==> config.mk <==
export PLATFORM = sky130hd
export DESIGN_NAME = lfsr16
export DESIGN_NICKNAME = d
export VERILOG_FILES = /design/src/rtl/stream_sink_pkg.sv /design/src/rtl/stream_sink_checker_lfsr16.sv
export SDC_FILE = /design/constraint.sdc
export NUM_CORES = 1
export LEC_CHECK = 0
export CAP_MARGIN = 20
export CORE_MARGIN = 4
export CORE_UTILIZATION = 50
export DETAILED_ROUTE_END_ITERATION = 6
export DONT_BUFFER_PORTS = 1
export PLACE_DENSITY = 0.69
export SYNTH_ARGS = -nofsm -noshare
export SYNTH_HDL_FRONTEND = slang
export SYNTH_SLANG_ARGS = --single-unit
==> constraint.sdc <==
create_clock -name clk -period 5.1 [get_ports clk]
set_clock_uncertainty 0.1 [all_clocks]
set_input_delay 1.275 -clock clk [delete_from_list [all_inputs] [get_ports clk]]
set_output_delay 1.275 -clock clk [all_outputs]
set_load 0.01 [all_outputs]
==> src/rtl/stream_sink_pkg.sv <==
// Shared types and constants for the stream sink checker.
package stream_sink_pkg;

    typedef enum logic [1:0] {
        IDLE = 2'd0,
        RUN  = 2'd1,
        DONE = 2'd2
    } sink_state_t;

    typedef enum logic [1:0] {
        STALL_NONE = 2'd0,
        STALL_ALL  = 2'd1,
        STALL_LFSR = 2'd2,
        STALL_ALT  = 2'd3
    } stall_mode_t;

    localparam logic [15:0] LFSR_DEFAULT_SEED = 16'hACE1;

    // Fibonacci step, polynomial x^16 + x^14 + x^13 + x^11 + 1, shifting toward bit 0.
    function automatic logic [15:0] lfsr16_next(input logic [15:0] s);
        return {s[0] ^ s[2] ^ s[3] ^ s[5], s[15:1]};
    endfunction

endpackage

==> src/rtl/stream_sink_checker_lfsr16.sv <==
// 16-bit Fibonacci LFSR with synchronous load; a zero seed is replaced by the default seed.
module lfsr16
    import stream_sink_pkg::*;
(
    input  logic        clk,
    input  logic        rst_n,
    input  logic        load,
    input  logic [15:0] seed,
    input  logic        advance,
    output logic [15:0] state
);

    logic [15:0] state_q;
    logic [15:0] state_d;

    always_comb begin
        state_d = state_q;
        if (load) begin
            state_d = (seed == 16'h0000) ? LFSR_DEFAULT_SEED : seed;
        end else if (advance) begin
            state_d = lfsr16_next(state_q);
        end
    end

    always_ff @(posedge clk) begin
        if (!rst_n) begin
            state_q <= LFSR_DEFAULT_SEED;
        end else begin
            state_q <= state_d;
        end
    end

    assign state = state_q;

endmodule

# ---- Word level (Yosys, flattened, before mapping)
# Cells that the tools add are included.
dict set report word_totals {
  ff_bits 16
  latchBits 0
  mem_bits_rw 0
  mem_bits_ro 0
  in_bits 20
  output_inout_bits 16
  wordCells 9
  memories 0
}
dict set report op_classes {
  add_sub_neg 0
  multipliers 0
  n_div 0
  magnitude_cmp 0
  eq_ne 0
  shift 0
  n_mux 3
  n_bitwise 3
  n_reduce_logical 2
}
# cell count
set ops {}
lappend ops {{$mux W16} 3}
lappend ops {{$logic_not A16 Y1} 1}
lappend ops {{$xor A1 B1 Y1} 3}
lappend ops {{$reduce_bool A2 Y1} 1}

# ---- Depth between registers and ports, before layout
dict set report logic_depth {
  depth_word 5
  mapped_depth 6
  depth_no_buf 4
}

# ---- Least setup slack after synthesis
# No wires, ideal clock.
dict set report synth_timing {
  path_kind {input to register}
  from {input seed[10]}
  to {register state_q[7], in the netlist state[7]}
  setup_time_ps 60
  t_arrival_ps 2512
  required_ps 4940
  setup_slack_ps 2427
  cell_stages 4
  n_path_buf 0
  cell_sequence {or4_4 -> o41ai_4 -> o22ai_1 -> nand2_1}
}
dict set report synth_via {
  elab_chain_len 3
}
# item line_no
set synth_lines {}
lappend synth_lines {{from (decl)} stream_sink_checker_lfsr16.sv:8} ;# input logic [15:0] seed,
lappend synth_lines {{$logic_not A16 Y1} stream_sink_checker_lfsr16.sv:19} ;# state_d = (seed == 16'h0000) ? LFSR_DEFAULT_SEED : seed;
lappend synth_lines {{$mux W16} stream_sink_checker_lfsr16.sv:19}
lappend synth_lines {{$mux W16} stream_sink_checker_lfsr16.sv:18} ;# if (load) begin
lappend synth_lines {{to (signal assigned)} stream_sink_checker_lfsr16.sv:29} ;# state_q <= state_d;
lappend synth_lines {{to (decl)} stream_sink_checker_lfsr16.sv:13} ;# logic [15:0] state_q;
# No other way between the ends.
# A chain may end at the register's enable or synchronous reset.

# ---- Final worst setup path
# Ends and elaborated chain as after synthesis.

==> results by group <==
Run status
  • Status: finished clean

STA
  • Unrepaired setup endpoints after global routing: false
  • Final setup fails: 0
  • Final Hold Viols: 0
  • Slew Limit Fails: 0
  • Tmin final: 2530 ps
  • Post-route clock period utilization: roughly 50%
  • Worst slew margin: 65.2%
  • Fmax: 396 MHz
  • Worst Max-Slew Pin Slew: 520 ps
  • Setup tns final: 0 ps

Synthesis
  • Cell Area, Synth: roughly 800 um^2
  • Register area share after synthesis: 40.1%
  • Warnings, synthesis: 0
  • Avg Synthesized Cell Area: 9.07 um^2
  • Synth Register Bits: 16
  • Syn Inst Count: between 80 and 90
  • Unique masters post-synth: 17
  • Mapped Nets: 108

Critical path
  • Crit path capture type: register
  • CP max stage cell: o41ai_4
  • Cell breakdown of the critical path: or4_4, o41ai_4, o22ai_1, nand2_1
  • WP data arrival: ~2700 ps
  • Critical path peak fanout: 8
  • Worst Setup Start Kind: input pin
  • CP max stage delay: between 500 and 600 ps
  • Critical Path RT: 5230 ps
  • Kind of critical path: in2reg

Finish
  • Leading cell types in the layout, fill and taps excluded: nor2_1, dfxtp_1, a21oi_1, mux2i_1
  • Antenna diode count: 0
  • Layout area overhead: 3.92%
  • Final core occ: 55.1%
  • Fin area: between 800 and 900 um^2
  • Max reg flops: 16
  • Most common cell after layout, fill and taps aside: nor2_1
  • Nets: 107
  • Share of cells above drive strength 1: 17.4%

Worst hold path
  • Worst hold path type: reg2reg

Clocking
  • Longest Clk Path Bufs: 2
  • PostCTS Resize Cnt: 0
  • Clock transition at path regs: 100 ps
  • Sink Count: 16
  • Clk root buf: clkbuf_4
  • Clock Latency Late Sink: around 280 ps
  • Post-CTS Repair Setup Buffers: 0
  • CTS Buf Count: 3
  • H-tree Lvls: 1
  • Hold Buf Count CTS: 0
  • CTS tree: built

Detailed routing
  • Pre-Repair DR Iteration Count: 4
  • Vias per std cell: ~6
  • Final wirelength: 1.81 mm
  • Residual DRC: 0
  • Avg WL per Cell: 17.8 um
  • Final ANT Viol Nets: 0
  • Via Count: roughly 620
  • Initial DRC count: 15

Global routing
  • First-pass GRT wire length: 2.79 mm
  • GR Overflow Total: 0
  • Antenna violations before repair: 0
  • Vias in the first global route: roughly 610
  • Pin count of the biggest net entering global routing: 26
  • All-Layer GR Usage: ~17%

Die
  • Die width: around 48 um
  • CORE AREA: between 1500 and 2000 um^2
  • Rows: 14
  • Vert. Die Dim: between 40 and 50 um
  • # IOs: 36
  • Die area: ~2300 um^2
  • Starting Density: 53.0%

Power and ir drop
  • VDD IR max: roughly 0.25 mV
  • Pwr dens: between 300 and 400 nW/um^2
  • Leak Pwr: 0.333 nW

Place
  • Hpwl dp: between 1 and 1.5 mm
  • Port Buffers: 0
  • Routability Congestion: 0.765
  • Placed cell areas: slightly below 800 um^2

Run
  • Max_cap viols: 0
[stage by stage]
step / hold WS, ps / instances / total power [mW] / setup WS, ps
CTS: 629 / 102 / 0.265 / 2600
global placement: 589 / 98 / 0.181 / 2360
finish: 627 / 102 / 0.263 / 2570
global route: 683 / 102 / 0.277 / 2500
detailed placement: 603 / 98 / 0.181 / 2310
floorplan: 559 / 88 / 0.182 / 2430
[area by class of cell]
type | instances | area [um^2]
fillers | 132 | 677
clock buffers | 4 | 36.3
flip-flops and latches | 16 | 320
multi-input cells | 65 | 449
inverters | 1 | 3.75
well taps | 16 | 20.0
[final timing paths]
path,from,end,slack (ps),cells past startpoint
max,seed[10],state[7],2570,4
min,state[11],state[10],630,3
max reg2reg,state[2],state[15],3770,4
min reg2reg,state[11],state[10],630,3
[cell usage after synthesis]
cell,number,area (um^2)
clkbuf_1,3,11.3
or4_4,3,33.8
o32a_1,1,10.0
dfxtp_1,16,320
mux2_2,7,78.8
buf_1,1,3.75
inv_1,1,3.75
a21oi_1,9,45.0
xnor2_1,3,26.3
nand2_1,7,26.3
mux2i_1,8,80.1
buf_2,2,10.0
o22ai_1,7,43.8
nand2b_1,1,6.26
or4_1,1,7.51
o41ai_4,1,27.5
nor2_1,17,63.8
[cell families after synthesis]
family	count (synthesis)	share of synthesized area (%)
flops	16	40.1
buf+inv	7	3.60
compound gates	18	15.8
mux	15	19.9
xor+xnor	3	3.29
simple gates	29	17.2
[critical path: cells and delay by family]
family,cells,cell delay (ps)
and+or+nand+nor,2,630
AOI/OAI and AO/OA,2,750
[power by group]
group	switching, mW	total [mW]	leakage, nW	internal, mW
Clock	0.0406	0.0840	0.0210	0.0434
Combinational	0.0128	0.0326	0.179	0.0197
Sequential	0.0124	0.146	0.133	0.134
Total	0.0658	0.263	0.333	0.197
[layer usage]
| layer | global-route usage [%] | wire length, um | vias to the layer above | part of all wire (%) |
|---|---|---|---|---|
| li1 | - | - | 309 | - |
| met3 | 9.77 | 262 | 2 | 14 |
| met1 | 22.6 | 728 | 282 | 40 |
| met2 | 24.8 | 807 | 31 | 45 |
| met4 | 4.84 | 13 | 0 | 0.72 |
| met5 | 0 | 0 | - | 0 |
No activity file was read; power rests on OpenSTA's default activity.
